## src/rtl/multicycle_control_unit_if.sv

```systemverilog
// Bundle between the multi-cycle control unit and the core: opcode and memory
// acks in, datapath/memory strobes and status out.
interface multicycle_control_unit_if #(
  parameter int OP_W     = 5,
  parameter int ALU_OP_W = 2,
  parameter int CNT_W    = 32
);
  logic [OP_W-1:0]     op;
  logic                imem_ack;
  logic                dmem_ack;
  logic                imem_req;
  logic                ir_write;
  logic                dmem_req;
  logic                dmem_we;
  logic                pc_write;
  logic                branch;
  logic                alu_src;
  logic [ALU_OP_W-1:0] alu_op;
  logic [1:0]          wb_sel;
  logic                reg_write;
  logic                retire;
  logic [CNT_W-1:0]    instret;
  logic                halted;
  logic                trap;
  logic [1:0]          trap_cause;

  modport master (
    input  op, imem_ack, dmem_ack,
    output imem_req, ir_write, dmem_req, dmem_we, pc_write, branch, alu_src,
           alu_op, wb_sel, reg_write, retire, instret, halted, trap, trap_cause
  );

  modport slave (
    output op, imem_ack, dmem_ack,
    input  imem_req, ir_write, dmem_req, dmem_we, pc_write, branch, alu_src,
           alu_op, wb_sel, reg_write, retire, instret, halted, trap, trap_cause
  );
endinterface

```

## src/rtl/multicycle_control_unit.sv

```systemverilog
// RV32I multi-cycle sequencer: FETCH/DECODE/EXEC/MEM/WB with wait-state
// tolerant memory handshakes, bus timeout, illegal-opcode trap and halt.
module multicycle_control_unit #(
  parameter int OP_W        = 5,
  parameter int ALU_OP_W    = 2,
  parameter int MEM_TIMEOUT = 15,
  parameter int CNT_W       = 32
) (
  input logic                     clk,
  input logic                     rst,
  multicycle_control_unit_if.master bus
);
  typedef enum logic [2:0] {
    S_FETCH, S_DECODE, S_EXEC, S_MEM, S_WB, S_HALT, S_TRAP
  } state_e;

  localparam logic [OP_W-1:0] OPC_LOAD   = OP_W'(5'b00000);
  localparam logic [OP_W-1:0] OPC_ARI    = OP_W'(5'b00100);
  localparam logic [OP_W-1:0] OPC_AUIPC  = OP_W'(5'b00101);
  localparam logic [OP_W-1:0] OPC_STORE  = OP_W'(5'b01000);
  localparam logic [OP_W-1:0] OPC_ARR    = OP_W'(5'b01100);
  localparam logic [OP_W-1:0] OPC_LUI    = OP_W'(5'b01101);
  localparam logic [OP_W-1:0] OPC_BR     = OP_W'(5'b11000);
  localparam logic [OP_W-1:0] OPC_JALR   = OP_W'(5'b11001);
  localparam logic [OP_W-1:0] OPC_JAL    = OP_W'(5'b11011);
  localparam logic [OP_W-1:0] OPC_SYSTEM = OP_W'(5'b11100);

  localparam int WAIT_W = (MEM_TIMEOUT > 1) ? $clog2(MEM_TIMEOUT) : 1;
  localparam logic [WAIT_W-1:0] WAIT_LAST = WAIT_W'((MEM_TIMEOUT > 0) ? MEM_TIMEOUT - 1 : 0);

  state_e            state_q, state_d;
  logic [OP_W-1:0]   op_q, op_d;
  logic [WAIT_W-1:0] wait_q, wait_d;
  logic [CNT_W-1:0]  instret_q, instret_d;
  logic [1:0]        trap_cause_q, trap_cause_d;

  logic                imem_req, ir_write_raw, dmem_req, dmem_we, pc_write, branch;
  logic                alu_src, reg_write, retire_raw, halted, trap;
  logic [ALU_OP_W-1:0] alu_op;
  logic [1:0]          wb_sel;
  logic                timeout;

  function automatic logic op_legal(input logic [OP_W-1:0] o);
    case (o)
      OPC_LOAD, OPC_ARI, OPC_AUIPC, OPC_STORE, OPC_ARR,
      OPC_LUI, OPC_BR, OPC_JALR, OPC_JAL: return 1'b1;
      default:                            return 1'b0;
    endcase
  endfunction

  // Timeout fires on the cycle the wait count would reach MEM_TIMEOUT; an ack that cycle wins.
  assign timeout = (MEM_TIMEOUT != 0) && (wait_q == WAIT_LAST);

  // NOTE: every variable gets a default first so no path leaves it unassigned (no latches).
  always_comb begin
    state_d      = state_q;
    op_d         = op_q;
    wait_d       = '0;
    trap_cause_d = trap_cause_q;
    imem_req     = 1'b0;
    ir_write_raw = 1'b0;
    dmem_req     = 1'b0;
    dmem_we      = 1'b0;
    pc_write     = 1'b0;
    branch       = 1'b0;
    alu_src      = 1'b0;
    alu_op       = '0;
    wb_sel       = 2'b00;
    reg_write    = 1'b0;
    retire_raw   = 1'b0;
    halted       = 1'b0;
    trap         = 1'b0;

    case (state_q)
      S_FETCH: begin
        imem_req = 1'b1;
        if (bus.imem_ack) begin
          ir_write_raw = 1'b1;
          state_d      = S_DECODE;
        end else if (timeout) begin
          state_d      = S_TRAP;
          trap_cause_d = 2'b10;
        end else begin
          wait_d = wait_q + 1'b1;
        end
      end
      S_DECODE: begin
        op_d = bus.op;
        if (bus.op == OPC_SYSTEM)  state_d = S_HALT;
        else if (op_legal(bus.op)) state_d = S_EXEC;
        else begin
          state_d      = S_TRAP;
          trap_cause_d = 2'b01;
        end
      end
      S_EXEC: begin
        state_d = S_WB;
        case (op_q)
          OPC_ARR:   alu_op = ALU_OP_W'(2'b10);
          OPC_ARI: begin
            alu_op  = ALU_OP_W'(2'b11);
            alu_src = 1'b1;
          end
          OPC_LOAD, OPC_STORE: begin
            alu_src = 1'b1;
            state_d = S_MEM;
          end
          OPC_AUIPC: alu_src = 1'b1;
          OPC_BR: begin
            alu_op     = ALU_OP_W'(2'b01);
            branch     = 1'b1;
            retire_raw = 1'b1;
            state_d    = S_FETCH;
          end
          OPC_JAL, OPC_JALR: pc_write = 1'b1;
          default: ;
        endcase
      end
      S_MEM: begin
        dmem_req = 1'b1;
        dmem_we  = (op_q == OPC_STORE);
        if (bus.dmem_ack) begin
          if (op_q == OPC_STORE) begin
            retire_raw = 1'b1;
            state_d    = S_FETCH;
          end else begin
            state_d = S_WB;
          end
        end else if (timeout) begin
          state_d      = S_TRAP;
          trap_cause_d = 2'b11;
        end else begin
          wait_d = wait_q + 1'b1;
        end
      end
      S_WB: begin
        reg_write  = 1'b1;
        retire_raw = 1'b1;
        state_d    = S_FETCH;
        case (op_q)
          OPC_LOAD:          wb_sel = 2'b01;
          OPC_JAL, OPC_JALR: wb_sel = 2'b10;
          OPC_LUI:           wb_sel = 2'b11;
          default:           wb_sel = 2'b00;
        endcase
      end
      S_HALT:  halted = 1'b1;
      S_TRAP:  trap   = 1'b1;
      default: state_d = S_FETCH;
    endcase

    instret_d = instret_q + CNT_W'(retire_raw);
  end

  // NOTE: sequential state uses non-blocking assignments so all flops update together.
  always_ff @(posedge clk) begin
    if (rst) begin
      state_q      <= S_FETCH;
      op_q         <= '0;
      wait_q       <= '0;
      instret_q    <= '0;
      trap_cause_q <= 2'b00;
    end else begin
      state_q      <= state_d;
      op_q         <= op_d;
      wait_q       <= wait_d;
      instret_q    <= instret_d;
      trap_cause_q <= trap_cause_d;
    end
  end

  // The ack-completion strobes are masked in a reset cycle so an aborted access never commits.
  assign bus.imem_req   = imem_req;
  assign bus.ir_write   = ir_write_raw & ~rst;
  assign bus.dmem_req   = dmem_req;
  assign bus.dmem_we    = dmem_we;
  assign bus.pc_write   = pc_write;
  assign bus.branch     = branch;
  assign bus.alu_src    = alu_src;
  assign bus.alu_op     = alu_op;
  assign bus.wb_sel     = wb_sel;
  assign bus.reg_write  = reg_write;
  assign bus.retire     = retire_raw & ~rst;
  assign bus.instret    = instret_q;
  assign bus.halted     = halted;
  assign bus.trap       = trap;
  assign bus.trap_cause = trap_cause_q;
endmodule

```

## src/flat_wrapper.sv

```systemverilog
// flat-port wrapper written by rule: the top's interface ports become plain ports
module multicycle_control_unit_flat 
#(
  parameter int OP_W        = 5,
  parameter int ALU_OP_W    = 2,
  parameter int MEM_TIMEOUT = 15,
  parameter int CNT_W       = 32
)
  (clk, rst, bus_op, bus_imem_ack, bus_dmem_ack, bus_imem_req, bus_ir_write, bus_dmem_req, bus_dmem_we, bus_pc_write, bus_branch, bus_alu_src, bus_alu_op, bus_wb_sel, bus_reg_write, bus_retire, bus_instret, bus_halted, bus_trap, bus_trap_cause);
  multicycle_control_unit_if #(.OP_W(OP_W), .ALU_OP_W(ALU_OP_W), .CNT_W(CNT_W)) bus_i ();
  input logic clk;
  input logic rst;
  input wire logic [$bits(bus_i.op)-1:0] bus_op;
  input wire logic [$bits(bus_i.imem_ack)-1:0] bus_imem_ack;
  input wire logic [$bits(bus_i.dmem_ack)-1:0] bus_dmem_ack;
  output wire logic [$bits(bus_i.imem_req)-1:0] bus_imem_req;
  output wire logic [$bits(bus_i.ir_write)-1:0] bus_ir_write;
  output wire logic [$bits(bus_i.dmem_req)-1:0] bus_dmem_req;
  output wire logic [$bits(bus_i.dmem_we)-1:0] bus_dmem_we;
  output wire logic [$bits(bus_i.pc_write)-1:0] bus_pc_write;
  output wire logic [$bits(bus_i.branch)-1:0] bus_branch;
  output wire logic [$bits(bus_i.alu_src)-1:0] bus_alu_src;
  output wire logic [$bits(bus_i.alu_op)-1:0] bus_alu_op;
  output wire logic [$bits(bus_i.wb_sel)-1:0] bus_wb_sel;
  output wire logic [$bits(bus_i.reg_write)-1:0] bus_reg_write;
  output wire logic [$bits(bus_i.retire)-1:0] bus_retire;
  output wire logic [$bits(bus_i.instret)-1:0] bus_instret;
  output wire logic [$bits(bus_i.halted)-1:0] bus_halted;
  output wire logic [$bits(bus_i.trap)-1:0] bus_trap;
  output wire logic [$bits(bus_i.trap_cause)-1:0] bus_trap_cause;
  assign bus_i.op = bus_op;
  assign bus_i.imem_ack = bus_imem_ack;
  assign bus_i.dmem_ack = bus_dmem_ack;
  assign bus_imem_req = bus_i.imem_req;
  assign bus_ir_write = bus_i.ir_write;
  assign bus_dmem_req = bus_i.dmem_req;
  assign bus_dmem_we = bus_i.dmem_we;
  assign bus_pc_write = bus_i.pc_write;
  assign bus_branch = bus_i.branch;
  assign bus_alu_src = bus_i.alu_src;
  assign bus_alu_op = bus_i.alu_op;
  assign bus_wb_sel = bus_i.wb_sel;
  assign bus_reg_write = bus_i.reg_write;
  assign bus_retire = bus_i.retire;
  assign bus_instret = bus_i.instret;
  assign bus_halted = bus_i.halted;
  assign bus_trap = bus_i.trap;
  assign bus_trap_cause = bus_i.trap_cause;
  multicycle_control_unit #(.OP_W(OP_W), .ALU_OP_W(ALU_OP_W), .MEM_TIMEOUT(MEM_TIMEOUT), .CNT_W(CNT_W)) u_core (.clk(clk), .rst(rst), .bus(bus_i));
endmodule
```

## config.mk

```make
export PLATFORM = sky130hd
export DESIGN_NAME = multicycle_control_unit_flat
export DESIGN_NICKNAME = d
export VERILOG_FILES = /design/src/rtl/multicycle_control_unit_if.sv /design/src/rtl/multicycle_control_unit.sv /design/src/flat_wrapper.sv
export SDC_FILE = /design/constraint.sdc
export NUM_CORES = 1
export LEC_CHECK = 0
export CAP_MARGIN = 25
export CORE_ASPECT_RATIO = 1.5
export CORE_MARGIN = 1
export CORE_UTILIZATION = 50
export CTS_BUF_LIST = sky130_fd_sc_hd__clkbuf_16
export DETAILED_ROUTE_END_ITERATION = 8
export GPL_TIMING_DRIVEN = 0
export PLACE_DENSITY = 0.8
export SETUP_SLACK_MARGIN = 0.4
export SLEW_MARGIN = 10
export SYNTH_ARGS = -nofsm -noshare
export SYNTH_HDL_FRONTEND = slang
export SYNTH_SLANG_ARGS = --single-unit
export TNS_END_PERCENT = 50
```

## constraint.sdc

```tcl
create_clock -name clk -period 2.7 [get_ports clk]
set_input_delay 0.54 -clock clk [delete_from_list [all_inputs] [get_ports clk]]
set_output_delay 0.54 -clock clk [all_outputs]
set_load 0.05 [all_outputs]
```

After elaboration in Yosys (flattened, before gate mapping)
Memory sizes are Yosys's and may differ from the RTL's. Cells that the tools add are included.

Bits in read-only memories: 32. Input bits: 9. Bits in registers: 46. Output and inout port bits: 49. Word-level logic and storage cells: 83. Memories: 1.

Memory list: (name not given) (words 32, width 1, read ports 1, clocked after Yosys merged registers in 0, write ports 0, RTL line multicycle_control_unit.sv:44) `case (o)`.

Bitwise gates (word level): 3. $add $sub $neg: 2. Reduce and logical (&&, ||, !) cells: 8. Equality and inequality tests: 22. Multiplexer cells: 42.

Operators with widths (count): adder 32 x 1 -> 32 bit (1); == test 5 bit (second input constant) (4); two-way mux 1 bit (18); two-way mux 3 bit (6); case mux 2 bit (3 select lines) (3); two-way mux 2 bit (8); == test 5 x 4 -> 1 bit (second input constant) (3); case mux 3 bit (5 select lines) (1); two-way mux 4 bit (3); == test 5 x 3 -> 1 bit (second input constant) (2); == test 3 bit (second input constant) (3); inequality test 2 bit (second input constant) (4); case mux 4 bit (2 select lines) (1); AND reduction 7 bit (1); == test 3 x 2 -> 1 bit (second input constant) (2); case mux 3 bit (2 select lines) (1); OR reduction 2 bit (3); logical NOT 5 bit (1); adder 4 x 1 -> 4 bit (second input constant) (1); == test 4 bit (second input constant) (1); inequality test 2 x 1 -> 1 bit (second input constant) (2); OR reduction 4 bit (1); == test 3 x 1 -> 1 bit (second input constant) (1); logical NOT 3 bit (1); 4 further kinds (5).

Logic depth before layout (Yosys ltp)
Gate-level depths: netlist of the first run.

Depth in word-level cells: 6. Depth in mapped cells: 12. Depth with buffers taken out: 11.

Worst setup path after synthesis of the first run
Ideal clock, no wire load.

Path type: reg-to-reg. Start point: register u_core.op_q[3]. End point: register u_core.instret_q[14], in the netlist u_core.bus.instret[14]. Setup time: 0.128 ns. Data required time: 2.572 ns. Arrival time: 3.840 ns. Setup slack: -1.267 ns. Buffers on the path: 1. Cell stages (with the launch flop): 12. Period minus slack after synthesis: 3.967 ns. Cell sequence: dfxtp_1 > clkbuf_1 > nand2_1 > nor4_1 > a22o_1 > ha_1 > ha_1 > nand4_2 > nor3_1 > nand4_1 > xor2_1 > nor2_1.

Word-level cells in the longest chain between the ends: 5. Elaborated cells between the ends (all ways): 7. Classes of those cells: add/sub (1); eq/ne (2); mux (4).

Ends and longest elaborated chain: from (decl) (RTL line multicycle_control_unit.sv:32) `logic [OP_W-1:0] op_q, op_d;`; from (signal assigned) (RTL line multicycle_control_unit.sv:165) `op_q <= op_d;`; == test 5 x 4 -> 1 bit (RTL line multicycle_control_unit.sv:123) `if (op_q == OPC_STORE) begin`; two-way mux 1 bit (RTL line multicycle_control_unit.sv:123); two-way mux 1 bit (RTL line multicycle_control_unit.sv:122) `if (bus.dmem_ack) begin`; case mux 1 bit (3 select lines) (*) (RTL line multicycle_control_unit.sv:74) `case (state_q)`; adder 32 x 1 -> 32 bit (*) (RTL line multicycle_control_unit.sv:152) `instret_d = instret_q + CNT_W'(retire_raw);`; to (signal assigned) (RTL line multicycle_control_unit.sv:167) `instret_q <= instret_d;`; to (decl) (RTL line multicycle_control_unit.sv:34) `logic [CNT_W-1:0] instret_q, instret_d;`.

Mark *: on every way between the ends. The rest lies on a longest branch, timed or not. A chain may end at the register's enable or synchronous reset.

Worst setup path in the final report of the first run
Start point: register u_core.state_q[2]. End point: register u_core.instret_q[20], in the netlist u_core.bus.instret[20].

Word-level cells in the longest chain between the ends: 3. Elaborated cells between the ends (all ways): 5. Classes of those cells: add/sub (1); eq/ne (3); mux (1).

Ends and longest elaborated chain: from (decl) (RTL line multicycle_control_unit.sv:31) `state_e state_q, state_d;`; from (signal assigned) (RTL line multicycle_control_unit.sv:164) `state_q <= state_d;`; == test 3 bit / == test 3 x 2 -> 1 bit (equally long branches) (RTL line multicycle_control_unit.sv:74); case mux 1 bit (3 select lines) (*) (RTL line multicycle_control_unit.sv:74); adder 32 x 1 -> 32 bit (*) (RTL line multicycle_control_unit.sv:152).

Marked as above.

==> results.ini, run 1 <==
[finish]
seqCellArea_sq_um = 930
multi_input_area_sq_um = 1680
utilization_pct = 79.1
drive_gt1_share_pct = 23.3
num_antenna_cells = 0
nNetsFinal = 377
stdcell_area_sq_um = 3620
areaGrowthSynthToFinish_pct = 49.1
fillers = 314
finalNonFillerCells = 429

[critical_path]
crit_start = u_core.state_q[2]
slowest_stage = dfxtp_2
worst_ep_arrival_time_ns = 2.51
cp-start-kind = register
crit_chain = and2b_2 -> buf_6 -> nand2_1 -> o21ai_1 -> a22o_1 -> ha_4 -> ha_4 -> nand4_4 -> buf_12 -> nor4_2 -> xnor2_1 -> nor2_1
crit_buf_inv = 2
r2r_cells = 12
reg2reg_from = u_core.state_q[2]
required_ns = 2.87
cp_top_family = simple AND/OR/NAND/NOR gates
cp_max_fo = 7
max_stage_delay_ns = 0.33
worstSetupPathType = reg2reg
crit_top_cell = ha_4
cp_num_cells = 12
crit_path_end_kind = register

[synth]
synth_area_per_cell_sq_um = 8.38
synth_common_cells = 55 x nor2_1, 46 x dfxtp_1, 21 x nand2_1, 21 x xnor2_1, 16 x nand3_1
synth-edff-count = 0
ys_async_sr_fraction_pct = 0
ys_seq_elements = 46
synth_area_leader_cell = dfxtp_1
synthCells = 290
yosysMostFrequentCell = nor2_1
syn_nets = 303
syn_area_sq_um = 2430
yosysWarnings = 0
yosysUniqueCellTypes = 45
synth_area_leaders = dfxtp_1 38%, nor2_1 8.5%, xnor2_1 7.6%
yosysTopAreaCellShare_pct = 37.9
synth_ff_type = dfxtp_1
synth_seq_area_share_pct = 37.9

[clock_tree]
cts_hold_buf = 0
tritoncts = done
clock_path_buffers = 2
cts_buffers = 5
cts.htree.levels = 2
clk_pin_slew_ns = 0.06
clock_latency_ns = 0.29
cts.sinks = 46
cts_root_buf = clkbuf_16

[global_route]
overflow = 0
grtUsageTotal_pct = 25.3
grt_pass1_wl_microns = 9890
antenna_found_initial = 0
grt_pass1_vias = 2246
grt_max_degree = 16

[detailed_routing]
routedLengthMet1_microns = 2460
wl_met2_microns = 3430
vias = 2351
drc = 0
antenna_left = 0
routed_via_density = 5.48
top_layer = met4
drtIter0Drc = 100
detail_route.wl_per_cell_microns = 14.6
met3_length_microns = 186
wl_microns = 6260
firstDrtPassIters = 4

[pwr]
internal_power_mw = 1.26
power.switching_mw = 0.632
power_frac_seq_pct = 39.5
p_total_mw = 1.89
pwr-share-clk_pct = 31.9
leakagePower_nw = 1.47
p_comb_share_pct = 28.6
swShare_pct = 33.4
ir_drop_mv = 0.542
power_density_nw_per_um2 = 522

[run]
maxCapViolations = 0

[timing]
rsz0062_at_grt = true
relSlewSlack_pct = 65.7
tightest_slew_ns = 0.515
tns_ns = 0
setup_ws_ns = 0.361
whs_ns = 0.460
slew_violations = 0
finalHoldViolCount = 0
period_minus_slack_ns = 2.34
finalSetupViolations = 0
clock-skew-final_ns = 0.00312
max_freq_ghz = 0.428
min_period_over_period_pct = 86.6

[placed_design]
dpl.hpwl_microns = 4210
gp_congestion = 0.911
port-buffer-count = 56
dp_worst_setup_slack_ns = -0.164
place_inst = 410
place_area_sq_um = 3240

[min_path]
hp-class = reg2reg
worstHoldStart = u_core.wait_q[0]
holdPathStages = 1

[outcome]
status = completed

[floorplan]
rows = 30
start_util_pct = 53.1
ios = 58
die_h_microns = 87.4
core_sq_um = 4580
die_x_microns = 58.9
die_area_sq_um = 5150

[final cells by class]
cell class,instances,share of cell area (%)
plain buffers,13,2.73
clock buffers,5,3.45
clock inverters,3,0.587
inverters,10,1.04
multi-input cells,221,46.4
flip-flops and latches,46,25.7
well taps,64,2.21
repair buffers,67,18.0
[flip-flops by register name, summed over array words and instances (netlist names)]
signal                 flops
u_core.op_q                5
u_core.bus.trap_cause      2
u_core.wait_q              4
u_core.state_q             3
u_core.bus.instret        32
[power groups by stage]
stage | logic, mW | registers, mW | clock network, mW
6_report | 0.542 | 0.747 | 0.604
2_1_floorplan | 0.342 | 0.773 | 0
4_1_cts | 0.527 | 0.746 | 0.615
3_3_place_gp | 0.486 | 0.757 | 0
5_1_grt | 0.580 | 0.750 | 0.649
3_5_place_dp | 0.490 | 0.759 | 0
[path summary, 6_finish.rpt]
kind,endpoint,slack [ns]
worst max-delay path,u_core.bus.instret[20],0.36
worst min-delay path,u_core.wait_q[0],0.46
worst max register to register,u_core.bus.instret[20],0.36
worst min register to register,u_core.wait_q[0],0.46
[logic make-up (layout without fill, tap and decap cells)]
| group | Yosys count | count (layout) | share of synthesized area (%) |
|---|---|---|---|
| AND/OR/NAND/NOR | 158 | 158 | 36.4 |
| multiplexers | 4 | 4 | 1.65 |
| AO/OA/AOI/OAI | 22 | 22 | 5.82 |
| flip-flops | 46 | 46 | 37.9 |
| XOR/XNOR | 32 | 32 | 11.5 |
| adder cells (fa/ha/maj) | 5 | 5 | 2.47 |
| buffers and inverters | 23 | 98 | 4.27 |
[what timing repair did]
action | CTS | global route
gates cloned | 1 | 0
pin swaps | 12 | 14
resized for setup | 79 | 21
setup endpoints to repair | 41 | 37
buffers inserted | 9 | 1
[layer usage]
metal	track usage [%]	vias up
met4	13.6	0
met3	4.46	19
met5	0	-
met1	26.5	1115
met2	46.3	64
li1	-	1153
[layout by cell type (no fill, tap or decap), types with 3 or more instances in the layout]
cell type and n:
clkbuf_16 5, nor2_1 52, mux2i_1 4, o21ai_0 4, buf_6 3, buf_4 11, a31oi_1 4, a211oi_1 3
xnor2_1 20, inv_1 9, nand4_1 5, nor3_4 4, nand3_1 15, nand2_1 18, buf_2 4, and3_1 4
dfxtp_2 4, clkbuf_1 5, clkdlybuf4s50_1 41, clkdlybuf4s15_2 3, nor2b_1 5, nor3b_1 4, clkbuf_4 3, dlygate4sd2_1 3
nor4_4 11, nor4_2 3, a21oi_1 4, dfxtp_1 41, xor2_1 11, nor3_1 7
Note: power is estimated with default switching activity, not from simulation.
==> run 2, diff against run 1 <==
- CORE_ASPECT_RATIO: 1.5 -> not set
==> results.ini, run 2 (synthesis results as in run 1) <==
[critical_path]
endpoint = u_core.bus.instret[23]
reg2reg_from = u_core.state_q[2]
crit_path_end_kind = register
worstSetupPathType = reg2reg
crit_start = u_core.state_q[2]
reg2reg_slack_ns = 0.24
cp_max_fo = 5
worst_ep_arrival_time_ns = 2.61
required_ns = 2.85
r2r_cells = 11
cp-start-kind = register
reg2reg_to = u_core.bus.instret[23]

[finish]
fillers = 327
final_cell_mix = 52 x nor2_1, 42 x clkdlybuf4s50_1, 42 x dfxtp_1
areaGrowthSynthToFinish_pct = 48.4
layout_commonest_cell = nor2_1
drive_gt1_share_pct = 23.3
nNetsFinal = 377
num_antenna_cells = 0
largest_register_ffs = 32
finalNonFillerCells = 417

[pwr]
ir_drop_mv = 0.403
internal_power_mw = 1.25
power_density_nw_per_um2 = 522
swShare_pct = 33.5
pwr-share-clk_pct = 31.9
power_frac_seq_pct = 39.8
leakagePower_nw = 1.45
power.switching_mw = 0.630
p_total_mw = 1.88
p_comb_share_pct = 28.2

[timing]
min_period_over_period_pct = 91.0
finalSetupViolations = 0
max_freq_ghz = 0.407
tightest_slew_ns = 0.507
clock-skew-final_ns = 0.00512
relSlewSlack_pct = 66.1
period_minus_slack_ns = 2.46
rsz0062_at_grt = true
finalHoldViolCount = 0
tns_ns = 0
slew_violations = 0
whs_ns = 0.475

[clock_tree]
clock_path_buffers = 2
clk_pin_slew_ns = 0.06
cts.htree.levels = 2
cts_buffers = 5
tritoncts = done
cts.sinks = 46
cts_root_buf = clkbuf_16
clock_latency_ns = 0.29

[floorplan]
die_h_microns = 71.7
core_sq_um = 4500
start_util_pct = 53.9
rows = 24
die_area_sq_um = 5140
ios = 58
die_x_microns = 71.7

[detailed_routing]
detail_route.wl_per_cell_microns = 16.1
antenna_left = 0
wl_microns = 6700
drtIter0Drc = 147
drc = 0
vias = 2392
routed_via_density = 5.74
firstDrtPassIters = 4

[min_path]
hp-class = reg2reg

[placed_design]
place_inst = 398
gp_congestion = 0.876
port-buffer-count = 56
dpl.hpwl_microns = 4200

[outcome]
status = completed

[global_route]
grt_max_degree = 15
grt_pass1_vias = 2215
grtUsageTotal_pct = 24.8
grt_pass1_wl_microns = 10200
antenna_found_initial = 0
overflow = 0

[run]
maxCapViolations = 0

==> run 2: changes by cell type in the layout (fill, tap and decap cells not counted), sizes merged <==
cell           previous run  this run
dlymetal6s2s              0         1
inv                      10        11
clkbuf                   16        15
clkinvlp                  1         0
clkdlybuf4s50            41        42
buf                      21        19
dlygate4sd2               3         2
clkdlybuf4s15             4         6
==> run 2: final cells by class <==
| class | count | area (sq um) | area share (%) |
|---|---|---|---|
| Buffer | 13 | 85.1 | 2.36 |
| Clock buffer | 5 | 125 | 3.47 |
| Tap cell | 52 | 65.1 | 1.80 |
| Clock inverter | 3 | 17.5 | 0.486 |
| Inverter | 10 | 37.5 | 1.04 |
| Sequential cell | 46 | 926 | 25.7 |
| Timing Repair Buffer | 67 | 669 | 18.6 |
| Multi-Input combinational cell | 221 | 1680 | 46.6 |
==> run 2: stage by stage <==
step / worst slack, ns / util (%) / cell area [sq um]
floorplan: -0.0983 / - / 2600
global placement: -0.126 / 71.7 / 3230
detailed placement: -0.159 / 71.7 / 3230
CTS: 0.165 / 76.8 / 3460
global route: 0.181 / 80.1 / 3610
finish: 0.242 / 80.1 / 3610
==> run 2: power groups by stage <==
stage / Combinational [mW] / Sequential (mW) / Clock [mW]
global route: 0.570 / 0.753 / 0.633
global placement: 0.480 / 0.757 / 0
finish: 0.531 / 0.750 / 0.601
CTS: 0.510 / 0.748 / 0.606
detailed placement: 0.489 / 0.759 / 0
floorplan: 0.342 / 0.773 / 0
==> run 2: how the worst min path moves through the flow <==
stage	startpoint	slack [ns]	depth (start not counted)	to
after floorplan	u_core.wait_q[0]	0.43	1	u_core.wait_q[0]
after global placement	u_core.wait_q[0]	0.44	1	u_core.wait_q[0]
after detailed placement	u_core.wait_q[0]	0.47	1	u_core.wait_q[0]
after CTS	u_core.wait_q[0]	0.49	1	u_core.wait_q[0]
after global routing	u_core.wait_q[0]	0.50	1	u_core.wait_q[0]
final	u_core.wait_q[0]	0.47	1	u_core.wait_q[0]
==> run 2: routing by layer <==
metal	vias to the layer above	wire (microns)	global-route usage, %
met2	90	3350	43.5
met5	-	0	0
li1	1151	-	-
met4	0	110	6.54
met1	1138	2840	30.6
met3	13	399	5.34
==> run 2: what timing repair did <==
action,CTS,global route
setup endpoints to repair,41,38
pin swaps,8,22
hold buffers,0,0
cloned,0,1
buffers inserted,6,4
resized for setup,70,22
==> run 2: critical path, cell delays in order, from the launching register on <==
cell and delay (ns):
dfxtp_2 0.34, and2b_2 0.27, nand2_4 0.07, nor4_4 0.23, a22o_1 0.29, ha_4 0.19
nand2_2 0.07, or2_4 0.28, clkbuf_16 0.17, nor4_4 0.16, xnor2_1 0.17, nor2_1 0.08
